===== src/rtl/deser_pkg.sv =====
// Shared types and sizing helpers for the serial deserializer.
package deser_pkg;

  localparam int MAX_WIDTH = 32;

  typedef enum logic {
    IDLE  = 1'b0,
    SHIFT = 1'b1
  } deser_state_e;

  // Bit counter must hold values 0..WIDTH-1 with headroom for WIDTH itself.
  function automatic int cnt_width(input int width);
    return $clog2(width) + 1;
  endfunction

endpackage


===== src/rtl/serial_deserializer_if.sv =====
// Serial input and parallel valid/ready output bundle of the deserializer.
interface serial_deserializer_if #(
  parameter int WIDTH = 8,
  parameter int CNT_W = 8
);
  logic             serial_in;
  logic             serial_valid;
  logic             sof;
  logic [WIDTH-1:0] par_data;
  logic             par_valid;
  logic             par_ready;
  logic             overrun;
  logic             frame_err;
  logic [CNT_W-1:0] overrun_cnt;

  modport master (
    output serial_in, serial_valid, sof, par_ready,
    input  par_data, par_valid, overrun, frame_err, overrun_cnt
  );

  modport slave (
    input  serial_in, serial_valid, sof, par_ready,
    output par_data, par_valid, overrun, frame_err, overrun_cnt
  );
endinterface


===== src/rtl/deser_out_buf.sv =====
// One-entry valid/ready holding register; drops frames that arrive while full.
module deser_out_buf #(
  parameter int WIDTH = 8,
  parameter int CNT_W = 8
) (
  input  logic             clk,
  input  logic             rst,
  input  logic             frame_done_i,
  input  logic [WIDTH-1:0] frame_data_i,
  input  logic             par_ready_i,
  output logic [WIDTH-1:0] par_data_o,
  output logic             par_valid_o,
  output logic             overrun_o,
  output logic [CNT_W-1:0] overrun_cnt_o
);

  logic [WIDTH-1:0] data_q,  data_d;
  logic             valid_q, valid_d;
  logic             ovr_q,   ovr_d;
  logic [CNT_W-1:0] cnt_q,   cnt_d;
  logic             load, drop;

  // Load when empty or draining this cycle; otherwise a new frame is lost.
  always_comb begin
    load    = frame_done_i & (~valid_q | par_ready_i);
    drop    = frame_done_i & valid_q & ~par_ready_i;
    data_d  = data_q;
    valid_d = valid_q;
    cnt_d   = cnt_q;
    ovr_d   = drop;
    if (load) begin
      data_d  = frame_data_i;
      valid_d = 1'b1;
    end else if (valid_q & par_ready_i) begin
      valid_d = 1'b0;
    end
    if (drop && (cnt_q != {CNT_W{1'b1}})) begin
      cnt_d = cnt_q + 1'b1;
    end
  end

  // Output register bank with synchronous reset.
  always_ff @(posedge clk) begin
    if (rst) begin
      data_q  <= '0;
      valid_q <= 1'b0;
      ovr_q   <= 1'b0;
      cnt_q   <= '0;
    end else begin
      data_q  <= data_d;
      valid_q <= valid_d;
      ovr_q   <= ovr_d;
      cnt_q   <= cnt_d;
    end
  end

  assign par_data_o    = data_q;
  assign par_valid_o   = valid_q;
  assign overrun_o     = ovr_q;
  assign overrun_cnt_o = cnt_q;

endmodule


===== src/rtl/serial_deserializer.sv =====
// Serial-to-parallel framer: sof-delimited WIDTH-bit frames into a one-entry buffer.
module serial_deserializer
  import deser_pkg::*;
#(
  parameter int WIDTH     = 8,
  parameter int MSB_FIRST = 1,
  parameter int CNT_W     = 8
) (
  input logic            clk,
  input logic            rst,
  serial_deserializer_if.slave bus
);

  localparam int CW = cnt_width(WIDTH);

  deser_state_e     state_q;
  logic [CW-1:0]    cnt_q;
  logic [WIDTH-1:0] shreg_q;
  logic             frame_err_q;

  logic [WIDTH-1:0] start_val;
  logic [WIDTH-1:0] shift_val;
  logic             frame_done;

  // First-bit seed and shifted value for the configured bit order; a frame
  // completes combinationally so the buffer loads on the sampling edge.
  always_comb begin
    start_val = '0;
    shift_val = '0;
    if (MSB_FIRST != 0) begin
      start_val = {{(WIDTH-1){1'b0}}, bus.serial_in};
      shift_val = {shreg_q[WIDTH-2:0], bus.serial_in};
    end else begin
      start_val = {bus.serial_in, {(WIDTH-1){1'b0}}};
      shift_val = {bus.serial_in, shreg_q[WIDTH-1:1]};
    end
    frame_done = bus.serial_valid & ~bus.sof & (state_q == SHIFT) &
                 (cnt_q == CW'(WIDTH-1));
  end

  // Frame assembly FSM; sof mid-frame restarts on the current bit.
  always_ff @(posedge clk) begin
    if (rst) begin
      state_q     <= IDLE;
      cnt_q       <= '0;
      shreg_q     <= '0;
      frame_err_q <= 1'b0;
    end else begin
      frame_err_q <= 1'b0;
      if (bus.serial_valid) begin
        case (state_q)
          IDLE: begin
            if (bus.sof) begin
              shreg_q <= start_val;
              cnt_q   <= CW'(1);
              state_q <= SHIFT;
            end
          end
          SHIFT: begin
            if (bus.sof) begin
              frame_err_q <= 1'b1;
              shreg_q     <= start_val;
              cnt_q       <= CW'(1);
            end else if (frame_done) begin
              shreg_q <= shift_val;
              cnt_q   <= '0;
              state_q <= IDLE;
            end else begin
              shreg_q <= shift_val;
              cnt_q   <= cnt_q + 1'b1;
            end
          end
          default: state_q <= IDLE;
        endcase
      end
    end
  end

  logic [WIDTH-1:0] par_data_w;
  logic             par_valid_w;
  logic             overrun_w;
  logic [CNT_W-1:0] overrun_cnt_w;

  deser_out_buf #(
    .WIDTH (WIDTH),
    .CNT_W (CNT_W)
  ) u_out_buf (
    .clk           (clk),
    .rst           (rst),
    .frame_done_i  (frame_done),
    .frame_data_i  (shift_val),
    .par_ready_i   (bus.par_ready),
    .par_data_o    (par_data_w),
    .par_valid_o   (par_valid_w),
    .overrun_o     (overrun_w),
    .overrun_cnt_o (overrun_cnt_w)
  );

  assign bus.par_data    = par_data_w;
  assign bus.par_valid   = par_valid_w;
  assign bus.overrun     = overrun_w;
  assign bus.frame_err   = frame_err_q;
  assign bus.overrun_cnt = overrun_cnt_w;

endmodule

===== src/flat_wrapper.sv =====
// flat-port wrapper written by rule: the top's interface ports become plain ports
module serial_deserializer_flat import deser_pkg::*;
#(
  parameter int WIDTH     = 8,
  parameter int MSB_FIRST = 1,
  parameter int CNT_W     = 8
)
  (clk, rst, bus_serial_in, bus_serial_valid, bus_sof, bus_par_ready, bus_par_data, bus_par_valid, bus_overrun, bus_frame_err, bus_overrun_cnt);
  serial_deserializer_if #(.WIDTH(WIDTH), .CNT_W(CNT_W)) bus_i ();
  input logic clk;
  input logic rst;
  input wire logic [$bits(bus_i.serial_in)-1:0] bus_serial_in;
  input wire logic [$bits(bus_i.serial_valid)-1:0] bus_serial_valid;
  input wire logic [$bits(bus_i.sof)-1:0] bus_sof;
  input wire logic [$bits(bus_i.par_ready)-1:0] bus_par_ready;
  output wire logic [$bits(bus_i.par_data)-1:0] bus_par_data;
  output wire logic [$bits(bus_i.par_valid)-1:0] bus_par_valid;
  output wire logic [$bits(bus_i.overrun)-1:0] bus_overrun;
  output wire logic [$bits(bus_i.frame_err)-1:0] bus_frame_err;
  output wire logic [$bits(bus_i.overrun_cnt)-1:0] bus_overrun_cnt;
  assign bus_i.serial_in = bus_serial_in;
  assign bus_i.serial_valid = bus_serial_valid;
  assign bus_i.sof = bus_sof;
  assign bus_i.par_ready = bus_par_ready;
  assign bus_par_data = bus_i.par_data;
  assign bus_par_valid = bus_i.par_valid;
  assign bus_overrun = bus_i.overrun;
  assign bus_frame_err = bus_i.frame_err;
  assign bus_overrun_cnt = bus_i.overrun_cnt;
  serial_deserializer #(.WIDTH(WIDTH), .MSB_FIRST(MSB_FIRST), .CNT_W(CNT_W)) u_core (.clk(clk), .rst(rst), .bus(bus_i));
endmodule

===== config.mk =====
export PLATFORM = sky130hd
export DESIGN_NAME = serial_deserializer_flat
export DESIGN_NICKNAME = d
export VERILOG_FILES = /design/src/rtl/deser_pkg.sv /design/src/rtl/serial_deserializer_if.sv /design/src/rtl/deser_out_buf.sv /design/src/rtl/serial_deserializer.sv /design/src/flat_wrapper.sv
export SDC_FILE = /design/constraint.sdc
export NUM_CORES = 1
export LEC_CHECK = 0
export ABC_AREA = 1
export CORE_AREA = 2 2 62 64
export DETAILED_ROUTE_END_ITERATION = 8
export DIE_AREA = 0 0 64 66
export SYNTH_ARGS = -nofsm -noshare
export SYNTH_HDL_FRONTEND = slang
export SYNTH_SLANG_ARGS = --single-unit

===== constraint.sdc =====
create_clock -name clk -period 2.9 [get_ports clk]
set_input_delay 0.87 -clock clk [delete_from_list [all_inputs] [get_ports clk]]
set_output_delay 0.87 -clock clk [all_outputs]
set_load 0.05 [all_outputs]

==> results.sh <==
export IMPL_status="completed"
export IMPL_critPathMaxFanout=7
export IMPL_cts_htree_levels=2
export IMPL_critPathMaxStageDelay_ps=860
export IMPL_die_h_um=66
export IMPL_fillCellCount=363
export IMPL_synth_seq_area_share_pct=42.9
export IMPL_worst_pin_slew_ps=504
export IMPL_routabilityCongestion=0.865
export IMPL_hp_class="register to register"
export IMPL_syn2layout_area_growth_pct=24.2
export IMPL_synth_flop_cell="dfxtp_1"
export IMPL_gr_total_overflow=0
export IMPL_power_uw=724
export IMPL_cts_tree="built"
export IMPL_grt_max_degree=29
export IMPL_switching_share_pct=23.4
export IMPL_fp_coreArea_mm2=0.00355
export IMPL_io_pins=25
export IMPL_netlist_area_mm2=0.00145
export IMPL_crit_arrival_ps=1670
export IMPL_die_w_um=64
export IMPL_vdd_drop_max_mv=0.188
export IMPL_clkSinkCount=31
export IMPL_drc=0
export IMPL_grt_first_pass_wirelength_um=5530
export IMPL_avgSynthCellArea_um2=7.37
export IMPL_max_cap_violations=0
export IMPL_p_switching_uw=169
export IMPL_n_antenna_cell=0
export IMPL_rows=22
export IMPL_min_period_ps=2540
export IMPL_antenna_found_initial=0
export IMPL_clkLatencyLatePin_ps=330
export IMPL_cp_top_family="buffers and inverters"
export IMPL_hpwl_um=2340
export IMPL_num_vias=1322
export IMPL_rsz0062_at_grt="no"
export IMPL_nNetsFinal=232
export IMPL_synth_area_leaders="dfxtp_1 (43%), nand2_1 (16%), a21oi_1 (8.7%)"
export IMPL_die_area_mm2=0.00422
export IMPL_fin_worst_skew_ps=4.63
export IMPL_hold_viol=0
export IMPL_yosys_area_top_type_share_pct=42.9
export IMPL_grt_pass1_vias=1230
export IMPL_dr_pass1_iters=4
export IMPL_grt_usage_pct=17.3
export IMPL_wire_per_inst_um=11.6
export IMPL_hold_buffers=0
export IMPL_avgViaCountPerCell=4.86
export IMPL_cp_cell_sequence="clkdlybuf4s50_1"
export IMPL_yosysUniqueCellTypes=24
export IMPL_fmax_mhz=393
export IMPL_startpoint_type="register"
export IMPL_synth_edff_count=0
export IMPL_pwr_share_comb_pct=5.0
export IMPL_crit_type="register to output port"
export IMPL_fin_hold_ws_ps=465
export IMPL_power_density_mw_per_mm2=403
export IMPL_path_buf_inv=1
export IMPL_synth_fp_nets=204
export IMPL_critPathSlowestCell="clkdlybuf4s50_1"
export IMPL_worst_setup_path_end_kind="output port"
export IMPL_fin_crit_sh_pct=87.7
export IMPL_placedCellCount=265
export IMPL_synthCells=196
export IMPL_stdcell_area_mm2=0.00180
export IMPL_fin_setup_tns_ps=0
export IMPL_totalWireLength_um=3170
export IMPL_antenna_left=0
export IMPL_cts_buffers=5
export IMPL_yosysMostFrequentCell="nand2_1"
export IMPL_asyncSetResetFlopFracSynth_pct=0
export IMPL_cts_buffer_depth=2
export IMPL_clkPwrFrac_pct=35.2
export IMPL_setup_viol=0
export IMPL_dpl_instance_area_mm2=0.00174
export IMPL_initial_core_util_pct=40.7
export IMPL_cts_resized=0
export IMPL_clk_pin_slew_ps=90
export IMPL_drv_slew=0
export IMPL_final_cells=272
export IMPL_yosysTopAreaCell="dfxtp_1"
export IMPL_seq_power_share_pct=59.8
export IMPL_ys_ff_latch=31
export IMPL_crit_required_ps=2030
export IMPL_power_leakage_uw=0.000658
export IMPL_layout_drive_gt1_share_pct=10.3
export IMPL_root_buffer="clkbuf_4"
export IMPL_synth_common_cells="nand2_1 (61), dfxtp_1 (31), a21oi_1 (25)"
export IMPL_post_cts_setup_buffer_count=0
export IMPL_drt_iter0_markers=74
export IMPL_portBuffers=24
export IMPL_ys_warn_count=0
export IMPL_p_int_uw=555
export IMPL_slew_headroom_pct=66.3
stage by stage:
step           utilization (%)  worst slack [ps]
2_1_floorplan                -              1250
3_3_place_gp              49.0               591
3_5_place_dp              49.0               552
4_1_cts                   50.6               354
5_1_grt                   50.6               283
6_report                  50.6               358
flip-flops by register name (all words and copies together) (netlist names):
| signal | count |
|---|---|
| u_core.bus.frame_err | 1 |
| u_core.cnt_q | 4 |
| u_core.shreg_q | 7 |
| u_core.state_q | 1 |
| u_core.u_out_buf.overrun_cnt_o | 8 |
| u_core.u_out_buf.overrun_o | 1 |
| u_core.u_out_buf.par_data_o | 8 |
| u_core.u_out_buf.par_valid_o | 1 |
worst paths after layout:
check                                                       start                           endpoint  slack [ps]  depth (start not counted)
worst max-delay path            u_core.u_out_buf.overrun_cnt_o[2]                 bus_overrun_cnt[2]         360                          1
worst min register to register     u_core.u_out_buf.par_data_o[3]     u_core.u_out_buf.par_data_o[3]         470                          2
worst min-delay path               u_core.u_out_buf.par_data_o[3]     u_core.u_out_buf.par_data_o[3]         470                          2
worst max register to register                    u_core.cnt_q[0]  u_core.u_out_buf.overrun_cnt_o[5]        1420                          7
cell usage in the layout, fill, tap and decap left out:
cell type and instances:
nor3_1 1, clkdlybuf4s50_1 24, nand2_2 2, clkinv_2 1, xor2_1 1, clkbuf_4 5, nand3b_1 2, clkbuf_8 1
a21oi_1 25, nand3_1 18, nand2_1 61, nor2_1 16, inv_2 1, nor2_2 1, o21ai_1 2, o21ai_0 5
a21oi_2 1, nor2_8 2, ha_1 2, nand3_4 2, nor2_4 3, buf_4 2, nand3_2 1, inv_1 13
dfxtp_1 31, nand2_4 1
per-layer routing:
metal / vias up / share of wire [%] / track usage [%] / routed length (um)
li1: 689 / - / - / -
met5: - / 0 / 0 / 0
met3: 6 / 3.4 / 5.28 / 107
met2: 17 / 46 / 27.9 / 1460
met4: 0 / 1.9 / 7.34 / 59
met1: 610 / 49 / 21.2 / 1540
kinds of logic after synthesis:
| family | share of synthesized area (%) |
|---|---|
| xor+xnor | 0.606 |
| compound gates | 11.7 |
| flops | 42.9 |
| buf+inv | 5.11 |
| fa+ha+maj | 1.73 |
| simple gates | 37.9 |
layout make-up:
class	instances	area [um^2]	share of cell area (%)
clock buffers	6	51.3	2.86
clock inverters	1	5.00	0.279
inverters	14	52.6	2.93
multi-input cells	146	751	41.8
flip-flops and latches	31	621	34.6
well taps	48	60.1	3.34
repair buffers	26	255	14.2
power by group through the flow:
stage	combinational [uW]	clock, uW	sequential, uW
after global placement	35.8	0	442
final	36.5	255	432
after detailed placement	36.6	0	442
after floorplan	19.6	0	442
after CTS	36.7	264	433
after global routing	39.5	284	433
(Power assumes the default switching activity.)
